[src/rtl/dnn_pkg.sv]
// Shared DNN datapath constants and the dot-product sequencer state encoding.
// Used by v_ram users, the layer controller and v_dot_ctrl.
package dnn_pkg;

  localparam int DNN_D_WIDTH   = 16;
  localparam int DNN_A_WIDTH   = 4;
  localparam int DNN_ACC_WIDTH = 40;

  typedef enum logic [1:0] {
    ST_IDLE  = 2'd0,
    ST_ISSUE = 2'd1,
    ST_DRAIN = 2'd2,
    ST_DONE  = 2'd3
  } dot_state_t;

endpackage

[src/rtl/v_dot_ctrl_if.sv]
// Request/result bundle between the layer controller (master) and v_dot_ctrl (slave).
interface v_dot_ctrl_if
  import dnn_pkg::*;
#(
  parameter int A_WIDTH   = DNN_A_WIDTH,
  parameter int ACC_WIDTH = DNN_ACC_WIDTH
);

  logic                 start;
  logic [A_WIDTH-1:0]   base_v;
  logic [A_WIDTH-1:0]   base_w;
  logic [A_WIDTH:0]     len;
  logic                 busy;
  logic [ACC_WIDTH-1:0] result;
  logic                 result_valid;
  logic                 result_ready;

  modport master (
    output start, base_v, base_w, len, result_ready,
    input  busy, result, result_valid
  );

  modport slave (
    input  start, base_v, base_w, len, result_ready,
    output busy, result, result_valid
  );

endinterface

[src/rtl/v_mac.sv]
// Signed multiply-accumulate: acc <= acc + sext(a*b) when en, cleared by clr.
// One-cycle update; no backpressure, wraps two's complement at ACC_WIDTH.
module v_mac
  import dnn_pkg::*;
#(
  parameter int D_WIDTH   = DNN_D_WIDTH,
  parameter int ACC_WIDTH = DNN_ACC_WIDTH
) (
  input  logic                        clk,
  input  logic                        rst,
  input  logic                        clr,
  input  logic                        en,
  input  logic signed [D_WIDTH-1:0]   a,
  input  logic signed [D_WIDTH-1:0]   b,
  output logic signed [ACC_WIDTH-1:0] acc
);

  logic signed [2*D_WIDTH-1:0] prod;
  logic signed [ACC_WIDTH-1:0] prod_ext;

  assign prod     = a * b;
  assign prod_ext = ACC_WIDTH'(prod);

  always_ff @(posedge clk or negedge rst) begin
    if (!rst) begin
      acc <= '0;
    end else if (clr) begin
      acc <= '0;
    end else if (en) begin
      acc <= acc + prod_ext;
    end
  end

endmodule

[src/rtl/v_dot_ctrl.sv]
// Dot-product sequencer over two registered-read RAMs; result_valid at start+len+2 (start+1 for len=0).
// Result is held until result_ready; start is ignored whenever busy.
module v_dot_ctrl
  import dnn_pkg::*;
#(
  parameter int D_WIDTH   = DNN_D_WIDTH,
  parameter int A_WIDTH   = DNN_A_WIDTH,
  parameter int ACC_WIDTH = DNN_ACC_WIDTH
) (
  input  logic                      clk,
  input  logic                      rst,
  v_dot_ctrl_if.slave               ctl,
  output logic [A_WIDTH-1:0]        v_r_addr,
  output logic [A_WIDTH-1:0]        w_r_addr,
  input  logic signed [D_WIDTH-1:0] v_data,
  input  logic signed [D_WIDTH-1:0] w_data
);

  localparam logic [A_WIDTH:0] LEN_ONE = (A_WIDTH+1)'(1);

  dot_state_t                  state_q;
  dot_state_t                  state_d;
  logic [A_WIDTH:0]            rem_q;
  logic                        pipe_q;
  logic                        valid_q;
  logic                        accept;
  logic                        hs;
  logic signed [ACC_WIDTH-1:0] acc;

  assign accept = (state_q == ST_IDLE) && ctl.start;
  assign hs     = valid_q && ctl.result_ready;

  always_ff @(posedge clk or negedge rst) begin
    if (!rst) begin
      state_q <= ST_IDLE;
    end else begin
      state_q <= state_d;
    end
  end

  always_comb begin
    state_d = state_q;
    case (state_q)
      ST_IDLE: begin
        if (ctl.start) begin
          state_d = (ctl.len == '0) ? ST_DONE : ST_ISSUE;
        end
      end
      ST_ISSUE: begin
        if (rem_q == LEN_ONE) begin
          state_d = ST_DRAIN;
        end
      end
      // DRAIN lasts exactly one cycle: the last issued read's data is on the bus.
      ST_DRAIN: begin
        if (pipe_q) begin
          state_d = ST_DONE;
        end
      end
      ST_DONE: begin
        if (hs) begin
          state_d = ST_IDLE;
        end
      end
      default: state_d = ST_IDLE;
    endcase
  end

  always_ff @(posedge clk or negedge rst) begin
    if (!rst) begin
      v_r_addr <= '0;
      w_r_addr <= '0;
      rem_q    <= '0;
      pipe_q   <= 1'b0;
      valid_q  <= 1'b0;
    end else begin
      // Read data arrives one cycle after its address was presented.
      pipe_q <= (state_q == ST_ISSUE);

      if (accept) begin
        v_r_addr <= ctl.base_v;
        w_r_addr <= ctl.base_w;
        rem_q    <= ctl.len;
      end else if (state_q == ST_ISSUE) begin
        rem_q <= rem_q - LEN_ONE;
        if (rem_q != LEN_ONE) begin
          v_r_addr <= v_r_addr + A_WIDTH'(1);
          w_r_addr <= w_r_addr + A_WIDTH'(1);
        end
      end

      if (hs) begin
        valid_q <= 1'b0;
      end else if (state_q == ST_DONE) begin
        valid_q <= 1'b1;
      end
    end
  end

  v_mac #(
    .D_WIDTH   (D_WIDTH),
    .ACC_WIDTH (ACC_WIDTH)
  ) u_mac (
    .clk (clk),
    .rst (rst),
    .clr (accept),
    .en  (pipe_q),
    .a   (v_data),
    .b   (w_data),
    .acc (acc)
  );

  assign ctl.busy         = (state_q != ST_IDLE);
  assign ctl.result_valid = valid_q;
  assign ctl.result       = acc;

endmodule

[src/flat_wrapper.sv]
// flat-port wrapper written by rule: the top's interface ports become plain ports
module v_dot_ctrl_flat import dnn_pkg::*;
#(
  parameter int D_WIDTH   = DNN_D_WIDTH,
  parameter int A_WIDTH   = DNN_A_WIDTH,
  parameter int ACC_WIDTH = DNN_ACC_WIDTH
)
  (clk, rst, v_r_addr, w_r_addr, v_data, w_data, ctl_start, ctl_base_v, ctl_base_w, ctl_len, ctl_result_ready, ctl_busy, ctl_result, ctl_result_valid);
  v_dot_ctrl_if #(.A_WIDTH(A_WIDTH), .ACC_WIDTH(ACC_WIDTH)) ctl_i ();
  input  logic clk;
  input  logic rst;
  output logic [A_WIDTH-1:0] v_r_addr;
  output logic [A_WIDTH-1:0] w_r_addr;
  input  logic signed [D_WIDTH-1:0] v_data;
  input  logic signed [D_WIDTH-1:0] w_data;
  input wire logic [$bits(ctl_i.start)-1:0] ctl_start;
  input wire logic [$bits(ctl_i.base_v)-1:0] ctl_base_v;
  input wire logic [$bits(ctl_i.base_w)-1:0] ctl_base_w;
  input wire logic [$bits(ctl_i.len)-1:0] ctl_len;
  input wire logic [$bits(ctl_i.result_ready)-1:0] ctl_result_ready;
  output wire logic [$bits(ctl_i.busy)-1:0] ctl_busy;
  output wire logic [$bits(ctl_i.result)-1:0] ctl_result;
  output wire logic [$bits(ctl_i.result_valid)-1:0] ctl_result_valid;
  assign ctl_i.start = ctl_start;
  assign ctl_i.base_v = ctl_base_v;
  assign ctl_i.base_w = ctl_base_w;
  assign ctl_i.len = ctl_len;
  assign ctl_i.result_ready = ctl_result_ready;
  assign ctl_busy = ctl_i.busy;
  assign ctl_result = ctl_i.result;
  assign ctl_result_valid = ctl_i.result_valid;
  v_dot_ctrl #(.D_WIDTH(D_WIDTH), .A_WIDTH(A_WIDTH), .ACC_WIDTH(ACC_WIDTH)) u_core (.clk(clk), .rst(rst), .ctl(ctl_i), .v_r_addr(v_r_addr), .w_r_addr(w_r_addr), .v_data(v_data), .w_data(w_data));
endmodule
[config.mk]
export PLATFORM = sky130hd
export DESIGN_NAME = v_dot_ctrl_flat
export DESIGN_NICKNAME = d
export VERILOG_FILES = /design/src/rtl/dnn_pkg.sv /design/src/rtl/v_dot_ctrl_if.sv /design/src/rtl/v_mac.sv /design/src/rtl/v_dot_ctrl.sv /design/src/flat_wrapper.sv
export SDC_FILE = /design/constraint.sdc
export NUM_CORES = 1
export LEC_CHECK = 0
export ABC_AREA = 1
export BUFFER_PORTS_ARGS = -buffer_cell sky130_fd_sc_hd__clkbuf_2
export CAP_MARGIN = 15
export CORE_MARGIN = 5
export CORE_UTILIZATION = 30
export CTS_CLUSTER_SIZE = 20
export DETAILED_ROUTE_END_ITERATION = 10
export SLEW_MARGIN = 20
export SYNTH_ARGS = -nofsm -noshare
export SYNTH_HDL_FRONTEND = slang
export SYNTH_SLANG_ARGS = --single-unit
[constraint.sdc]
create_clock -name clk -period 5.55 [get_ports clk]
set_input_delay 0.2775 -clock clk [delete_from_list [all_inputs] [get_ports clk]]
set_output_delay 0.2775 -clock clk [all_outputs]
set_load 0.1 [all_outputs]
# Word-level counts from Yosys, hierarchy flattened
# Cells that the tools add are included.
dict set report totals {
  word_cells 50
  in_bits 49
  reg_bits 57
  output_inout_bits 50
}
dict set report classes {
  multipliers 1
  n_eq_ne 9
  muxes 18
  n_reduce_logical 11
  add_sub_neg 4
}
# op n
set ops {}
lappend ops {{$mux 40} 2}
lappend ops {{$add 40x32->40} 1}
lappend ops {{$mul 16x16->32} 1}
lappend ops {{$mux 4} 6}
lappend ops {{$mux 2} 5}
lappend ops {{$mux 5} 2}
lappend ops {{$reduce_bool 2->1} 5}
lappend ops {{$add 4x1->4 const B} 2}
lappend ops {{$pmux 2 s4} 1}
lappend ops {{$ne 2x1->1 const B} 3}
lappend ops {{$eq 5x1->1 const B} 1}
lappend ops {{$logic_not 5->1} 1}
lappend ops {{$ne 5x1->1 const B} 1}
lappend ops {{$sub 5x1->5 const B} 1}
lappend ops {{$eq 2x2->1 const B} 2}
lappend ops {{$reduce_and 4->1} 1}
lappend ops {{$eq 2x1->1 const B} 1}
lappend ops {{$logic_and 1x1->1} 2}
lappend ops {{$logic_not 2->1} 1}
lappend ops {{$mux 1} 2}
lappend ops {{$ne 2x2->1 const B} 1}
lappend ops {{$reduce_and 2->1} 1}

# Logic depth before layout (Yosys ltp)
# Gate-level depths: netlist of run 1.
dict set report depth {
  depth_word 4
  depth_mapped 30
  depth_no_buf 28
}

# Cells and area by module
# Synthesis of run 1 repeated with hierarchy kept, for this count alone.
dict set report hier_totals {
  hier_cells 2143
  area_unflattened_um2 16353.2
}
# module seq_area_each_um2 n_inst cells_each area_each_um2
set by_module_without_submodules {}
lappend by_module_without_submodules {v_mac 1001.0 1 1995 15239.6}
lappend by_module_without_submodules {v_dot_ctrl 425.4 1 148 1113.6}

# Worst setup path before layout of run 1
# OpenSTA, ideal clock, no wires.
dict set report synth_path {
  path_kind {in2reg}
  startpoint {input port w_data[5]}
  endpoint {register u_core.u_mac.acc[39]}
  arrival_time_ns 5.647
  t_required_ns 5.430
  setup_time_ns 0.120
  n_path_buf 2
  stages 24
  path_slack_ns -0.217
  path_cell_list {clkbuf_1 clkbuf_1 nand2_1 fa_1 inv_1 fa_1 inv_1 fa_1 fa_1 inv_1 fa_1 inv_1 fa_1 inv_1 ha_1 nand2_1 nor2_1 nand3_1 nor2_1 nand3_1 nand3_1 nand2_1 nand3_1 nand2_1}
}
dict set report synth_between {
  elab_chain_len 4
}
# item line_no
set synth_lines {}
lappend synth_lines {{start: declaration} flat_wrapper.sv:15} ;# input logic signed [D_WIDTH-1:0] w_data;
lappend synth_lines {{$mul 16x16->32} v_mac.sv:21} ;# assign prod = a * b;
lappend synth_lines {{$add 40x32->40} v_mac.sv:30} ;# acc <= acc + prod_ext;
lappend synth_lines {{$mux 40} v_mac.sv:29} ;# end else if (en) begin
lappend synth_lines {{$mux 40} v_mac.sv:27} ;# end else if (clr) begin
lappend synth_lines {{end signal: assignment} v_mac.sv:30}
lappend synth_lines {{end: declaration} v_mac.sv:15} ;# output logic signed [ACC_WIDTH-1:0] acc
# No other way between the ends. The select of a mux whose other input is x is not followed.
# A chain may end at the register's enable or synchronous reset.

# Worst setup path in the final report of run 1
dict set report layout_path {
  startpoint {input port w_data[7]}
  endpoint {register u_core.u_mac.acc[39]}
}
# The elaborated chain is that of the path after synthesis.

==> impl_results.html, run 1 <==
<table>
<tr><th>Metric</th><th>Value</th></tr>
<tr><th colspan="2">Synth</th></tr>
<tr><td>Share of the synthesized area in the top cell type</td><td>40.9%</td></tr>
<tr><td>Cell area after synthesis</td><td>0.0161 mm2</td></tr>
<tr><td>Proportion of synthesized flip-flops having asynchronous set or reset</td><td>100%</td></tr>
<tr><td>Area leader, netlist</td><td>sky130_fd_sc_hd__fa_1</td></tr>
<tr><td>Primary flip-flop cell chosen by synthesis mapping</td><td>sky130_fd_sc_hd__dfrtp_1</td></tr>
<tr><td>Library cells used by synthesis</td><td>42</td></tr>
<tr><td>Post-Syn Area per Cell</td><td>7.63 um2</td></tr>
<tr><td>Count of mapped cells out of synthesis</td><td>2117</td></tr>
<tr><td>Top cells by area, synth</td><td>sky130_fd_sc_hd__fa_1 41%, sky130_fd_sc_hd__inv_1 15%, sky130_fd_sc_hd__nand2_1 13%, sky130_fd_sc_hd__ha_1 9.6%, sky130_fd_sc_hd__dfrtp_1 8.8%</td></tr>
<tr><td>Net Count, Synth</td><td>2620</td></tr>
<tr><td>Count of flip-flops with a built-in enable after synthesis</td><td>0</td></tr>
<tr><td>#FFs+latches synth</td><td>57</td></tr>
<tr><td>Part of the Yosys area used for sequential elements</td><td>8.84%</td></tr>
<tr><td>Synth warn</td><td>0</td></tr>
<tr><th colspan="2">Drt</th></tr>
<tr><td>Post-detailed-routing wire length</td><td>44.2 mm</td></tr>
<tr><td>Drt via density</td><td>4.42</td></tr>
<tr><td>Wire length per cell</td><td>14.8 um</td></tr>
<tr><td>1st-pass router iterations</td><td>5</td></tr>
<tr><td>1st-iter DRT viols</td><td>685</td></tr>
<tr><td>Routed via count</td><td>13200</td></tr>
<tr><td>Number of design rule violations left after detail routing</td><td>0</td></tr>
<tr><td>Post-DRT Antenna Nets</td><td>0</td></tr>
<tr><th colspan="2">Global routing</th></tr>
<tr><td>Grt total ovfl</td><td>0</td></tr>
<tr><td>Largest net degree at the start of global routing</td><td>58</td></tr>
<tr><td>Vias in the first global route</td><td>14700</td></tr>
<tr><td>Total routing usage reported by global routing</td><td>15.6%</td></tr>
<tr><td>Number of antenna violations at the first check in global routing</td><td>0</td></tr>
<tr><td>Global-route wire length before repair</td><td>74.8 mm</td></tr>
<tr><th colspan="2">Worst setup path</th></tr>
<tr><td>Cell family with the largest share of critical-path delay</td><td>adder cells</td></tr>
<tr><td>Worst setup path category</td><td>input pin to flop</td></tr>
<tr><td>Crit. End Element</td><td>flop</td></tr>
<tr><td>Crit path from</td><td>w_data[7]</td></tr>
<tr><td>Crit-path cells</td><td>clkbuf_2 -&gt; nand2_1 -&gt; fa_1 -&gt; fa_2 -&gt; buf_4 -&gt; fa_1 -&gt; fa_2 -&gt; buf_4 -&gt; fa_1 -&gt; inv_1 -&gt; fa_1 -&gt; ha_1 -&gt; nand2_1 -&gt; nor2_2 -&gt; nand3_2 -&gt; nor2_2 -&gt; nand3_1 -&gt; nand3_1 -&gt; nand2_1 -&gt; nand3_1 -&gt; nand2_1</td></tr>
<tr><td>Worst reg2reg startpoint</td><td>u_core.u_mac.acc[15]</td></tr>
<tr><td>Critical-path top delay cell</td><td>sky130_fd_sc_hd__fa_1</td></tr>
<tr><td>Data arrival time at the worst-slack endpoint</td><td>5.54 ns</td></tr>
<tr><td>Worst reg2reg endpoint</td><td>u_core.u_mac.acc[34]</td></tr>
<tr><td>Type of element launching the critical path</td><td>input pin</td></tr>
<tr><td>CP bufs+invs</td><td>4</td></tr>
<tr><td>Largest stage delay, worst path</td><td>0.61 ns</td></tr>
<tr><td>Cell count of the worst reg-to-reg path</td><td>21</td></tr>
<tr><td>Data required time at the worst endpoint</td><td>5.78 ns</td></tr>
<tr><td>Highest net fanout along the worst path</td><td>9</td></tr>
<tr><td>Worst reg2reg setup slack</td><td>0.77 ns</td></tr>
<tr><th colspan="2">STA</th></tr>
<tr><td>Worst hold slack after final layout</td><td>0.129 ns</td></tr>
<tr><td>Clock tree skew after final layout</td><td>0.00916 ns</td></tr>
<tr><td>Period Utilization, post-route</td><td>95.6%</td></tr>
<tr><td>Worst-margin pin slew</td><td>0.872 ns</td></tr>
<tr><td>Slew headroom</td><td>41.9%</td></tr>
<tr><td>Final count of hold timing violations</td><td>0</td></tr>
<tr><td>Min Tclk post-route</td><td>5.31 ns</td></tr>
<tr><td>Final Setup Violations</td><td>0</td></tr>
<tr><td>Number of pins with negative max-slew slack in the final report</td><td>0</td></tr>
<tr><td>Peak clock frequency supported by timing</td><td>0.188 GHz</td></tr>
<tr><th colspan="2">Die</th></tr>
<tr><td>Core Footprint</td><td>0.0536 mm2</td></tr>
<tr><td>Width of the chip</td><td>242 um</td></tr>
<tr><td>Number of rows created at floorplan</td><td>85</td></tr>
<tr><td>Vertical die dimension</td><td>242 um</td></tr>
<tr><td>Initial cell density of the core</td><td>30.1%</td></tr>
<tr><td>I/O pin count</td><td>99</td></tr>
<tr><td>Floorplan die area</td><td>0.0585 mm2</td></tr>
<tr><th colspan="2">CTS</th></tr>
<tr><td>Clk pin slew, worst setup/hold paths</td><td>0.05 ns</td></tr>
<tr><td>Clock Latency Late Sink</td><td>0.35 ns</td></tr>
<tr><td>Number of buffers created by CTS</td><td>9</td></tr>
<tr><td>CTS tree</td><td>yes</td></tr>
<tr><td>Max clock buf depth</td><td>2</td></tr>
<tr><td>Hold-fix buffers, CTS</td><td>0</td></tr>
<tr><td>H-tree depth</td><td>3</td></tr>
<tr><td>Clock sinks</td><td>57</td></tr>
<tr><td>Clock tree root buffer cell</td><td>sky130_fd_sc_hd__clkbuf_16</td></tr>
<tr><th colspan="2">Worst hold path</th></tr>
<tr><td>Class of the tightest hold or removal check</td><td>input pin to async pin</td></tr>
<tr><th colspan="2">Place</th></tr>
<tr><td>Placement-stage cell area</td><td>0.0183 mm2</td></tr>
<tr><td>Detailed-placement wirelength estimate</td><td>39.8 mm</td></tr>
<tr><td>Weighted congestion reported at the end of routability-driven placement</td><td>0.894</td></tr>
<tr><td>Input/output buffers</td><td>98</td></tr>
<tr><th colspan="2">Final layout</th></tr>
<tr><td>Net total in the final layout</td><td>2782</td></tr>
<tr><td>Most common cell after layout, fill and taps aside</td><td>sky130_fd_sc_hd__inv_1</td></tr>
<tr><td>Proportion of layout cells with a drive suffix above 1</td><td>13.6%</td></tr>
<tr><td>Area overhead of the layout relative to synthesis</td><td>15.6%</td></tr>
<tr><td>Commonest cells after routing, fill and taps aside</td><td>643 x sky130_fd_sc_hd__inv_1, 575 x sky130_fd_sc_hd__nand2_1, 326 x sky130_fd_sc_hd__fa_1</td></tr>
<tr><td>Area of all placed cells without fillers</td><td>0.0187 mm2</td></tr>
<tr><td>Antenna cells</td><td>0</td></tr>
<tr><th colspan="2">Flow run</th></tr>
<tr><td>Number of max-capacitance violations reported</td><td>0</td></tr>
<tr><th colspan="2">Status</th></tr>
<tr><td>Result of the run</td><td>completed</td></tr>
</table>
[cell type report]
cell class | count | area, um2
Clock buffer | 13 | 260
Sequential cell | 57 | 1430
Inverter | 652 | 2450
Clock inverter | 3 | 15.0
Tap cell | 696 | 871
Fill cell | 5686 | 34900
Timing Repair Buffer | 221 | 1540
Multi-Input combinational cell | 1338 | 12100
[layer usage]
layer,vias to the layer above,wire [um],global-route usage [%]
met5,-,0,0
met4,0,1410,5.15
met3,88,1650,1.91
met2,307,23300,29.1
met1,6454,17800,18.6
li1,6317,-,-
[registers in the layout (all words and copies together) (netlist names)]
name,cells
u_core.w_r_addr,4
u_core.state_q,2
u_core.pipe_q,1
u_core.rem_q,5
u_core.ctl.result_valid,1
u_core.u_mac.acc,40
u_core.v_r_addr,4
[synth_stat cells (10+ instances only)]
library cell and n:
sky130_fd_sc_hd__ha_1 124, sky130_fd_sc_hd__fa_1 330, sky130_fd_sc_hd__nand2_1 577, sky130_fd_sc_hd__clkbuf_1 66
sky130_fd_sc_hd__nand2_2 11, sky130_fd_sc_hd__inv_1 645, sky130_fd_sc_hd__o21ai_1 10, sky130_fd_sc_hd__nor2_1 86
sky130_fd_sc_hd__o21ai_0 27, sky130_fd_sc_hd__a21oi_1 36, sky130_fd_sc_hd__nand3_1 52, sky130_fd_sc_hd__dfrtp_1 57
[cell families after synthesis]
kind of cell / count (synthesis) / synth area share (%)
and+or+nand+nor: 770 / 19.5
DFF: 57 / 8.84
buffers and inverters: 722 / 16.8
xor gates and xnor gates: 6 / 0.326
AOI/OAI and AO/OA: 108 / 4.02
adders and majority gates: 454 / 50.5
[timing repair]
item	4_1_cts	5_1_grt
resized for setup	0	32
endpoints found under the hold margin	0	0
endpoints found under the setup margin	0	22
setup buffers	0	1
[worst max-delay path by stage]
stage / endpoint / slack (ns) / cells past startpoint
after floorplan: u_core.u_mac.acc[39] / 0.02 / 24
after global placement: u_core.u_mac.acc[39] / -0.20 / 23
after detailed placement: u_core.u_mac.acc[38] / -0.25 / 24
after CTS: u_core.u_mac.acc[38] / 0.09 / 24
after global routing: u_core.u_mac.acc[35] / -0.02 / 25
final: u_core.u_mac.acc[39] / 0.24 / 21
[per-stage QoR]
| step | util [%] | setup TNS [ns] | setup WS, ns | std cells |
|---|---|---|---|---|
| finish | 34.8 | 0 | 0.243 | 2980 |
| floorplan | - | 0 | 0.0250 | 2117 |
| global placement | 34.1 | -1.96 | -0.195 | 2962 |
| global route | 34.8 | -0.0414 | -0.0213 | 2980 |
| CTS | 34.6 | 0 | 0.0942 | 2978 |
| detailed placement | 34.1 | -2.95 | -0.250 | 2962 |
Power of run 1 is not shown: default switching activity piles up to over one toggle a cycle in this logic, so the estimate is an artifact.
==> inputs of run 2 (changes only) <==
Settings changed: MAX_ROUTING_LAYER from default to met4, RECOVER_POWER from default to 25.
==> run 2 against run 1 <==
  * The run now ends with max-capacitance violations, max-slew violations left
  * Sequential cell count stayed put
  * Sequential share of layout area hardly changed
  * Worst hold slack better by 0.066 ns
  * Fmax is 1.1% lower
  * Critical endpoint unchanged
  * Highest routed layer unchanged
  * Clock skew is 0.0031 ns higher
  * Final area hardly changed
  * Cell count hardly changed
  * Register-to-register slack better by 0.05 ns
  * Via count is 0.90% lower
  * Global-route usage is 0.33 points higher
  * Wire length is 0.66% lower
==> impl_results.html, run 2 (synthesized netlist as in run 1, its figures left out) <==
<table>
<tr><th>Metric</th><th>Value</th></tr>
<tr><th colspan="2">STA</th></tr>
<tr><td>Slew headroom</td><td>-148%</td></tr>
<tr><td>Number of pins with negative max-slew slack in the final report</td><td>58</td></tr>
<tr><td>Period Utilization, post-route</td><td>96.6%</td></tr>
<tr><td>Final Setup Violations</td><td>0</td></tr>
<tr><td>Clock tree skew after final layout</td><td>0.0122 ns</td></tr>
<tr><td>Min Tclk post-route</td><td>5.36 ns</td></tr>
<tr><td>Worst-margin pin slew</td><td>3.71 ns</td></tr>
<tr><td>Final count of hold timing violations</td><td>0</td></tr>
<tr><td>Unrepaired setup endpoints after global routing</td><td>yes</td></tr>
<tr><td>Peak clock frequency supported by timing</td><td>0.186 GHz</td></tr>
<tr><th colspan="2">Final layout</th></tr>
<tr><td>Most flop-heavy register</td><td>u_core.u_mac.acc</td></tr>
<tr><td>Antenna cells</td><td>0</td></tr>
<tr><td>Max reg flops</td><td>40</td></tr>
<tr><td>Layout filler cell count</td><td>5630</td></tr>
<tr><td>Most common cell after layout, fill and taps aside</td><td>sky130_fd_sc_hd__inv_1</td></tr>
<tr><td>Area overhead of the layout relative to synthesis</td><td>15.7%</td></tr>
<tr><td>Area of all placed cells without fillers</td><td>0.0187 mm2</td></tr>
<tr><td>Commonest cells after routing, fill and taps aside</td><td>643 x sky130_fd_sc_hd__inv_1, 573 x sky130_fd_sc_hd__nand2_1, 326 x sky130_fd_sc_hd__fa_1</td></tr>
<tr><td>Largest registers in the final layout</td><td>u_core.u_mac.acc (40), u_core.rem_q (5)</td></tr>
<tr><td>Net total in the final layout</td><td>2784</td></tr>
<tr><td>Proportion of layout cells with a drive suffix above 1</td><td>13.6%</td></tr>
<tr><th colspan="2">Worst setup path</th></tr>
<tr><td>Dominant cell type by count on the critical path</td><td>sky130_fd_sc_hd__fa_1</td></tr>
<tr><td>Data required time at the worst endpoint</td><td>5.78 ns</td></tr>
<tr><td>Crit. End Element</td><td>flop</td></tr>
<tr><td>CP bufs+invs</td><td>9</td></tr>
<tr><td>Critical-path top delay cell</td><td>sky130_fd_sc_hd__fa_1</td></tr>
<tr><td>Type of element launching the critical path</td><td>input pin</td></tr>
<tr><td>Largest stage delay, worst path</td><td>0.53 ns</td></tr>
<tr><td>Worst setup path category</td><td>input pin to flop</td></tr>
<tr><td>Data arrival time at the worst-slack endpoint</td><td>5.59 ns</td></tr>
<tr><td>Highest net fanout along the worst path</td><td>8</td></tr>
<tr><td>Cell family with the largest share of critical-path delay</td><td>adder cells</td></tr>
<tr><th colspan="2">CTS</th></tr>
<tr><td>CTS tree</td><td>yes</td></tr>
<tr><td>Max clock buf depth</td><td>2</td></tr>
<tr><td>Clk pin slew, worst setup/hold paths</td><td>0.06 ns</td></tr>
<tr><td>Clock Latency Late Sink</td><td>0.34 ns</td></tr>
<tr><td>Clock tree root buffer cell</td><td>sky130_fd_sc_hd__clkbuf_16</td></tr>
<tr><td>Clock sinks</td><td>57</td></tr>
<tr><td>Hold-fix buffers, CTS</td><td>0</td></tr>
<tr><td>H-tree depth</td><td>3</td></tr>
<tr><td>Number of buffers created by CTS</td><td>9</td></tr>
<tr><th colspan="2">Flow run</th></tr>
<tr><td>Number of max-capacitance violations reported</td><td>1</td></tr>
<tr><th colspan="2">Die</th></tr>
<tr><td>Initial cell density of the core</td><td>30.1%</td></tr>
<tr><td>Number of rows created at floorplan</td><td>85</td></tr>
<tr><td>Vertical die dimension</td><td>242 um</td></tr>
<tr><td>Width of the chip</td><td>242 um</td></tr>
<tr><td>Core Footprint</td><td>0.0536 mm2</td></tr>
<tr><td>I/O pin count</td><td>99</td></tr>
<tr><td>Floorplan die area</td><td>0.0585 mm2</td></tr>
<tr><th colspan="2">Global routing</th></tr>
<tr><td>Grt total ovfl</td><td>0</td></tr>
<tr><td>Global-route wire length before repair</td><td>74.2 mm</td></tr>
<tr><td>Total routing usage reported by global routing</td><td>15.9%</td></tr>
<tr><td>Number of antenna violations at the first check in global routing</td><td>0</td></tr>
<tr><td>Vias in the first global route</td><td>14500</td></tr>
<tr><td>Largest net degree at the start of global routing</td><td>58</td></tr>
<tr><th colspan="2">Drt</th></tr>
<tr><td>Post-detailed-routing wire length</td><td>43.9 mm</td></tr>
<tr><td>Post-DRT Antenna Nets</td><td>0</td></tr>
<tr><td>Drt via density</td><td>4.38</td></tr>
<tr><td>1st-iter DRT viols</td><td>443</td></tr>
<tr><td>Wire length per cell</td><td>14.7 um</td></tr>
<tr><td>1st-pass router iterations</td><td>4</td></tr>
<tr><td>Number of design rule violations left after detail routing</td><td>0</td></tr>
<tr><td>Routed via count</td><td>13000</td></tr>
<tr><th colspan="2">Place</th></tr>
<tr><td>Detailed-placement wirelength estimate</td><td>39.4 mm</td></tr>
<tr><td>Placement-stage cell area</td><td>0.0183 mm2</td></tr>
<tr><td>Weighted congestion reported at the end of routability-driven placement</td><td>0.884</td></tr>
<tr><td>Input/output buffers</td><td>98</td></tr>
<tr><th colspan="2">Status</th></tr>
<tr><td>Result of the run</td><td>finished with violations</td></tr>
<tr><td>Failing checks</td><td>max-capacitance violations, max-slew violations</td></tr>
<tr><th colspan="2">Worst hold path</th></tr>
<tr><td>Class of the tightest hold or removal check</td><td>input pin to flop</td></tr>
</table>
-- run 2: changes by cell type in the layout (fill, tap and decap cells not counted), moves of 3 or more --
cell	change
sky130_fd_sc_hd__a21oi_2	-3
sky130_fd_sc_hd__a21oi_1	+3
sky130_fd_sc_hd__nor2_2	-4
sky130_fd_sc_hd__nor2_1	+3
sky130_fd_sc_hd__ha_1	-3
-- run 2: final timing paths --
kind / from / endpoint / slack, ns / cells after the start
worst max-delay path: v_data[15] / u_core.u_mac.acc[39] / 0.19 / 26
worst min-delay path: ctl_base_v[1] / u_core.v_r_addr[1] / 0.19 / 3
worst max register to register: u_core.u_mac.acc[15] / u_core.u_mac.acc[32] / 0.82 / 20
worst min register to register: u_core.rem_q[1] / u_core.rem_q[1] / 0.50 / 2
max in group asynchronous: rst / u_core.u_mac.acc[18] / 2.15 / 2
min in group asynchronous: rst / u_core.state_q[1] / 1.33 / 2
-- run 2: layout make-up --
| cell class | instances | area, um2 | area share, % |
|---|---|---|---|
| multi-input cells | 1338 | 12100 | 64.9 |
| inverters | 652 | 2450 | 13.1 |
| repair buffers | 223 | 1530 | 8.21 |
| flip-flops and latches | 57 | 1430 | 7.64 |
| well taps | 696 | 871 | 4.66 |
| clock buffers | 11 | 253 | 1.35 |
| clock inverters | 5 | 30.0 | 0.161 |
-- run 2: metrics by stage --
stage	hold slack, ns	worst slack, ns	instances	utilization, %	TNS [ns]
2_1_floorplan	-0.0181	0.0250	2117	-	0
3_3_place_gp	0.488	-0.303	2963	34.1	-2.96
3_5_place_dp	0.493	-0.328	2963	34.1	-3.63
4_1_cts	0.180	0.00800	2979	34.6	0
5_1_grt	0.207	-0.0332	2982	34.8	-0.0533
6_report	0.195	0.186	2982	34.8	0
-- run 2: tightest hold or removal path, stage by stage --
cell and delay [ns]:
sky130_fd_sc_hd__clkbuf_2 0.08, sky130_fd_sc_hd__nand2_1 0.05, sky130_fd_sc_hd__a31oi_1 0.08
-- run 2: metal layers --
layer	wire (um)	up-vias	global-route usage [%]
li1	-	6331	-
met1	18500	6447	18.8
met2	23100	194	29.0
met3	984	76	1.27
met4	1340	0	4.83
met5	0	-	-
-- run 2: repair_timing --
item / CTS / global route
setup endpoints to repair: 0 / 21
resized for setup: 0 / 33
setup buffers: 0 / 2
endpoints found under the hold margin: 0 / 0
Power of run 2 is left out for the same reason.
